File: config.mk
export PLATFORM = sky130hd
export DESIGN_NAME = uart_tx_fifo
export DESIGN_NICKNAME = d
export VERILOG_FILES = /design/src/rtl/uart_tx_fifo.sv
export SDC_FILE = /design/constraint.sdc
export NUM_CORES = 1
export LEC_CHECK = 0
export ABC_AREA = 1
export CAP_MARGIN = 20
export CORE_AREA = 2 2 110 112
export DETAILED_ROUTE_END_ITERATION = 10
export DIE_AREA = 0 0 112 114
export PLACE_DENSITY = 0.68
export SKIP_CTS_REPAIR_TIMING = 1
export SYNTH_ARGS = -nofsm -noshare
export SYNTH_HDL_FRONTEND = slang
export SYNTH_SLANG_ARGS = --single-unit
File: constraint.sdc
create_clock -name clk -period 3.4 [get_ports clk]
set_clock_uncertainty 0.15 [all_clocks]
set_input_delay 0.51 -clock clk [delete_from_list [all_inputs] [get_ports clk]]
set_output_delay 0.51 -clock clk [all_outputs]
set_load 0.02 [all_outputs]
File: src/rtl/uart_tx_fifo.sv
// ============================================================================
// Module   : uart_tx_fifo
// Brief    : FIFO-buffered 8N1 UART transmitter paced by an oversampled tick.
// Revision : 1.0 - initial release
// ============================================================================
`default_nettype none

module uart_tx_fifo #(
    parameter int DEPTH_LOG2 = 3,
    parameter int OVERSAMPLE = 16
) (
    input  logic                  clk,
    input  logic                  rst,
    input  logic                  baud_tick,
    input  logic                  push,
    input  logic [7:0]            din,
    output logic                  full,
    output logic                  empty,
    output logic [DEPTH_LOG2:0]   count,
    output logic                  o_tx,
    output logic                  o_tx_busy,
    output logic                  o_tx_done
);

    localparam int c_depth  = 1 << DEPTH_LOG2;
    localparam int c_tick_w = (OVERSAMPLE > 1) ? $clog2(OVERSAMPLE) : 1;
    localparam logic [c_tick_w-1:0]   c_tick_last = c_tick_w'(OVERSAMPLE - 1);
    localparam logic [DEPTH_LOG2:0]   c_full_cnt  = (DEPTH_LOG2 + 1)'(c_depth);

    typedef enum logic [1:0] {
        S_IDLE  = 2'd0,
        S_START = 2'd1,
        S_DATA  = 2'd2,
        S_STOP  = 2'd3
    } state_t;

    // FIFO storage and bookkeeping
    logic [7:0]            r_mem [c_depth];
    logic [DEPTH_LOG2-1:0] r_wr_ptr;
    logic [DEPTH_LOG2-1:0] r_rd_ptr;
    logic [DEPTH_LOG2:0]   r_count;

    // Transmitter datapath
    state_t                r_state;
    state_t                w_state_nxt;
    logic [c_tick_w-1:0]   r_tick_cnt;
    logic [2:0]            r_bit_idx;
    logic [7:0]            r_shreg;
    logic                  r_tx;
    logic                  r_busy;
    logic                  r_stop_end;
    logic                  r_done;

    logic                  w_push_ok;
    logic                  w_pop;
    logic                  w_bit_end;
    logic                  w_tx_nxt;

    assign full      = (r_count == c_full_cnt);
    assign empty     = (r_count == '0);
    assign count     = r_count;
    assign o_tx      = r_tx;
    assign o_tx_busy = r_busy;
    assign o_tx_done = r_done;

    assign w_push_ok = push & ~full;
    assign w_bit_end = baud_tick && (r_tick_cnt == c_tick_last) && (r_state != S_IDLE);

    always_ff @(posedge clk) begin
        if (w_push_ok) begin
            r_mem[r_wr_ptr] <= din;
        end
    end

    always_ff @(posedge clk) begin
        if (rst) begin
            r_wr_ptr <= '0;
            r_rd_ptr <= '0;
            r_count  <= '0;
        end else begin
            if (w_push_ok) begin
                r_wr_ptr <= r_wr_ptr + DEPTH_LOG2'(1);
            end
            if (w_pop) begin
                r_rd_ptr <= r_rd_ptr + DEPTH_LOG2'(1);
            end
            if (w_push_ok && !w_pop) begin
                r_count <= r_count + (DEPTH_LOG2 + 1)'(1);
            end else if (w_pop && !w_push_ok) begin
                r_count <= r_count - (DEPTH_LOG2 + 1)'(1);
            end
        end
    end

    always_comb begin
        w_state_nxt = r_state;
        w_pop       = 1'b0;
        w_tx_nxt    = 1'b1;
        case (r_state)
            S_IDLE: begin
                if (!empty) begin
                    w_pop       = 1'b1;
                    w_state_nxt = S_START;
                end
            end
            S_START: begin
                w_tx_nxt = 1'b0;
                if (w_bit_end) begin
                    w_state_nxt = S_DATA;
                end
            end
            S_DATA: begin
                w_tx_nxt = r_shreg[0];
                if (w_bit_end && (r_bit_idx == 3'd7)) begin
                    w_state_nxt = S_STOP;
                end
            end
            S_STOP: begin
                // Chain straight into the next frame when data is waiting
                if (w_bit_end) begin
                    if (!empty) begin
                        w_pop       = 1'b1;
                        w_state_nxt = S_START;
                    end else begin
                        w_state_nxt = S_IDLE;
                    end
                end
            end
            default: w_state_nxt = S_IDLE;
        endcase
    end

    // Line outputs trail the state by one cycle, so done is delayed twice to
    // land in the same cycle busy drops.
    always_ff @(posedge clk) begin
        if (rst) begin
            r_state    <= S_IDLE;
            r_tick_cnt <= '0;
            r_bit_idx  <= '0;
            r_shreg    <= '0;
            r_tx       <= 1'b1;
            r_busy     <= 1'b0;
            r_stop_end <= 1'b0;
            r_done     <= 1'b0;
        end else begin
            r_state    <= w_state_nxt;
            r_tx       <= w_tx_nxt;
            r_busy     <= (r_state != S_IDLE);
            r_stop_end <= w_bit_end && (r_state == S_STOP);
            r_done     <= r_stop_end;
            if (w_pop) begin
                r_shreg    <= r_mem[r_rd_ptr];
                r_tick_cnt <= '0;
                r_bit_idx  <= '0;
            end else if ((r_state != S_IDLE) && baud_tick) begin
                r_tick_cnt <= w_bit_end ? '0 : (r_tick_cnt + c_tick_w'(1));
                if (w_bit_end && (r_state == S_DATA)) begin
                    r_shreg   <= {1'b0, r_shreg[7:1]};
                    r_bit_idx <= r_bit_idx + 3'd1;
                end
            end
        end
    end

endmodule

`default_nettype wire

After elaboration in Yosys (flattened, before gate mapping)
Memories as Yosys holds them, arrays and structs flattened. A register that Yosys moved wholly into a read port is not among the register bits.
Cells that the tools add are included.
- register bits after elaboration: 31
- bits in latches: 0
- memory bits (writable): 64
- bits in read-only memories: 0
- input port bits: 12
- output and inout port bits: 9
- word-level logic and storage cells: 70
- memories: 1
- add/subtract/negate cells: 6
- multiply operators: 0
- divide/modulo/power cells: 0
- magnitude comparators: 0
- equal/unequal tests: 10
- shift-type cells: 0
- mux-type cells: 20
- bitwise operators: 2
- reduce and logical (&&, ||, !) cells: 20
- memories (memory ; words ; width ; read ports ; clocked after memory_dff ; wr ports ; RTL line ; RTL):
    r_mem ; 8 ; 8 ; 1 ; 1 ; 1 ; 38 ; logic [7:0] r_mem [c_depth];
- operators with widths (cell ; number):
    $mux 8 ; 3
    $mux 4 ; 3
    $add 3x1->3 const B ; 3
    $add 4x1->4 const B ; 2
    $eq 4x4->1 const B ; 2
    $logic_and 1x1->1 ; 8
    $mux 2 ; 4
    $ne 2x2->1 const B ; 4
    $pmux 2 s4 ; 1
    $reduce_bool 2->1 ; 4
    $mux 3 ; 2
    $mux 1 ; 5
    $eq 2x2->1 const B ; 2
    $logic_not 4->1 ; 1
    $pmux 1 s2 ; 2
    $reduce_and 2->1 ; 2
    $reduce_and 4->1 ; 1
    $sub 4x1->4 const B ; 1
    $eq 3x3->1 const B ; 1
    $eq 2x1->1 const B ; 1
    $logic_not 1->1 ; 2
    $logic_not 2->1 ; 1
    $reduce_or 2->1 ; 1
    $and 1x1->1 ; 1
    $not 1->1 ; 1

Logic depth before layout (Yosys ltp)
- depth in word-level cells: 8
- mapped depth: 17
- gate-level depth less buffers: 16

Worst setup path before layout
No wires, ideal clock.
- path type: flip-flop to flip-flop
- from: reg r_state[0]
- to: reg r_count[3], in the netlist count[3]
- library setup time: 132 ps
- arrival time: 2180 ps
- data required time: 3118 ps
- slack: 938 ps
- stages on the path, launching flop included: 18
- buffers on the path: 1
- clock period less this slack: 2462 ps
- path through: dfxtp_1 > inv_1 > ha_1 > inv_1 > nand2_2 > inv_2 > nand2_1 > buf_4 > ha_1 > inv_1 > ha_1 > nand2_1 > inv_1 > o21ai_0 > a21o_1 > nand2_1 > nand2_1 > a21oi_1
- word-level cells in the longest chain between the ends: 7
- elaborated cells on any way between the ends: 11
- classes of those cells: eq/ne (1); mux (3); reduce/logical (7)
- ends and longest elaborated chain (element ; RTL line ; RTL):
    start, declared ; 44 ; state_t r_state;
    start signal, assigned ; 146 ; r_state <= w_state_nxt;
    $reduce_bool 2->1 ; 67 ; assign w_bit_end = baud_tick && (r_tick_cnt == c_tick_last) && (r_state != S_IDLE);
    $logic_and 1x1->1 ; 67 ;
    $mux 1 ; 120 ; if (w_bit_end) begin
    $pmux 1 s2 * ; 99 ; case (r_state)
    $logic_not 1->1 ; 87 ; if (w_push_ok && !w_pop) begin
    $logic_and 1x1->1 ; 87 ;
    $mux 4 or $reduce_bool 2->1 (tied branches) ; n/a ;
    end signal, assigned ; 88 ; r_count <= r_count + (DEPTH_LOG2 + 1)'(1);
    end signal, assigned ; 90 ; r_count <= r_count - (DEPTH_LOG2 + 1)'(1);
    end, declared ; 41 ; logic [DEPTH_LOG2:0] r_count;
Mark *: on every way between the ends. The rest lies on a longest branch, timed or not.
A chain may end at the register's enable or synchronous reset.

Worst setup path after layout
Same ends and word-level chain as after synthesis.

==> metrics <==
status completed; Crit Path Max Fanout 6; pin count of the biggest net entering global routing 34; Arr. time, crit path 2.59 ns; min Tclk post-route 2.54 ns; Pwr Density 718 nW/um^2; design area 5190 sq um; Area Growth Syn to Fin 14.0%; DRT Wirelength 8630 um; initial DRC count 203; drt drc 0; fraction of registers with async set/reset 0; crit-path max cell delay 0.42 ns; Initial Util 0.388; largest cells by area after synthesis edfxtp_1 42%, dfxtp_1 15%, nand2_1 12%; worst skew pair latency 0.34 ns; 1st-pass router iterations 4; synthesized area per cell 8.94 sq um; Worst R2R Setup Slack 0.86 ns; CTS tree built; biggest area consumer among synthesized cells edfxtp_1; first-pass GRT wire length 14800 um; CTS root buf clkbuf_16; mean routed wirelength per cell 12.6 um; kind of critical path flop to flop; via density per instance 4.63; # port buffers 20; vias post-DR 3160; most frequent cell after synthesis nand2_1; area of the multi-input gates 1490 sq um; top_reg_cell synth edfxtp_1; Sink Count 98; CP endpoint kind flop; RSZ-0062 raised after global routing no; Worst Path Buf+Inv 4; maxcap violations 0; area of the die 12800 sq um; crit-path cells inv_1, ha_1, inv_1, o21ai_1, nand2_1, ha_1, inv_1, ha_1, nand2_1, inv_1, o21ai_0, a21o_1, nand2_1, nand2_1, a21oi_1; Final Slew Violations 0; worst-margin pin slew 0.781 ns; deepest clock path buffer count 2; Synth top cells by count 151 x nand2_1, 90 x inv_1, 64 x edfxtp_1; placed cell area 4890 sq um; Mapped Area 4550 sq um; grt total ovfl 0; chip height 114 um; vias in the first global route 3126; initial antenna violation count 0; Max Freq 0.394 GHz; Synth warnings 0; Clock transition at path regs 0.06 ns; TNS Setup 0 ns; n_diodes 0; number of antenna-violating nets in the routed design 0; share of post-route cells with drive strength above 1 0.0765; crit start category flop; Setup-failing EPs final 0; register area 2600 sq um; row cnt 40; H-tree depth 3; final worst-path cycle share 0.746; Core Region 11700 sq um; Net Count, Synth 534; Slew headroom 0.477; area share of the largest cell type after synthesis 0.423; IO Pins 21; Yosys reg bits 98; gpl congestion 0.766; final net count 556; Max VDD drop 447 uV; CP delay by family, top adder cells; Crit-path slowest cell dfxtp_1; FILL cells 1141; cts bufs inserted 9; chip width 112 um; Synth cell types 32; Post-synth EDFFs 64; WP data required 3.46 ns; Seq/Total Area, Yosys 0.572; post-DP HPWL 5570 um; total global routing track utilization 0.148; Final Hold Violating Endpoints 0; Syn Inst Count 509; Hold Crit Class flop to flop; Leakage 2.32 nW
## registers in the layout (all words and copies together) (netlist names), 2 cells and up, named ones only
signal / flops
r_rd_ptr: 3
r_mem: 64
count: 4
r_state: 2
r_bit_idx: 3
r_wr_ptr: 3
r_tick_cnt: 4
r_shreg: 8
## path summary, 6_finish.rpt
| kind | from | endpoint | cells after the start |
|---|---|---|---|
| worst max-delay path | r_state[0] | count[3] | 15 |
| worst min-delay path | r_stop_end | o_tx_done | 2 |
| worst min register to register | r_stop_end | o_tx_done | 2 |
| worst max register to register | r_state[0] | count[3] | 15 |
## report_power, final
group / switching (mW) / leakage, nW / internal (mW)
clock network: 0.424 / 0.141 / 0.572
registers: 0.109 / 0.859 / 1.41
logic: 0.774 / 1.32 / 0.439
total: 1.31 / 2.32 / 2.42
## layer usage
layer / track usage / share of wire / up-vias
met3: 0.0356 / 0.028 / 12
met4: 0.0764 / 0.022 / 0
met2: 0.246 / 0.48 / 44
met5: 0 / 0 / -
li1: - / - / 1647
met1: 0.181 / 0.46 / 1457
## layout by cell type (no fill, tap or decap), types with 2 or more instances in the layout
cell type,synthesis,final
o21ai_0,9,9
dfxtp_1,34,34
nand4_1,2,2
a21oi_1,16,16
nor2_1,29,29
nand3_2,6,6
o21ai_1,3,3
inv_1,90,90
nand2_1,151,151
ha_1,12,12
clkdlybuf4s50_1,0,20
nor2_2,3,3
nor3_1,2,2
clkbuf_16,0,9
edfxtp_1,64,64
nand2_4,3,3
xor2_1,4,4
buf_4,4,8
inv_6,0,2
nand3_1,50,50
inv_2,3,3
clkinv_1,1,2
## worst min-delay path, stage by stage, from the launching register on
cell and delay, ns:
dfxtp_1 0.30, inv_1 0.04, nor2_1 0.03
## metrics by stage
stage	utilization	instances	hold WS, ns	total power, mW	worst slack [ns]
floorplan	-	509	0.238	2.46	0.938
global placement	0.418	667	0.246	2.71	0.668
detailed placement	0.418	667	0.251	2.76	0.579
CTS	0.443	683	0.258	3.76	0.853
global route	0.443	683	0.273	4.00	0.627
finish	0.443	683	0.254	3.73	0.865
## cell families after synthesis
family / count (synthesis) / share of synthesized area
XOR/XNOR: 5 / 0.00963
AND/OR/NAND/NOR: 250 / 0.243
AO/OA/AOI/OAI: 32 / 0.0385
adder cells (fa/ha/maj): 13 / 0.0374
buffers and inverters: 111 / 0.0993
flip-flops: 98 / 0.572
## area by class of cell
type                            instances  share of cell area
Clock buffer                           10              0.0441
Clock inverter                          6              0.0123
Inverter                               94              0.0680
Multi-Input combinational cell        300               0.288
Sequential cell                        98               0.502
Tap cell                              147              0.0355
Timing Repair Buffer                   28              0.0502
No activity file was read; power rests on OpenSTA's default activity.
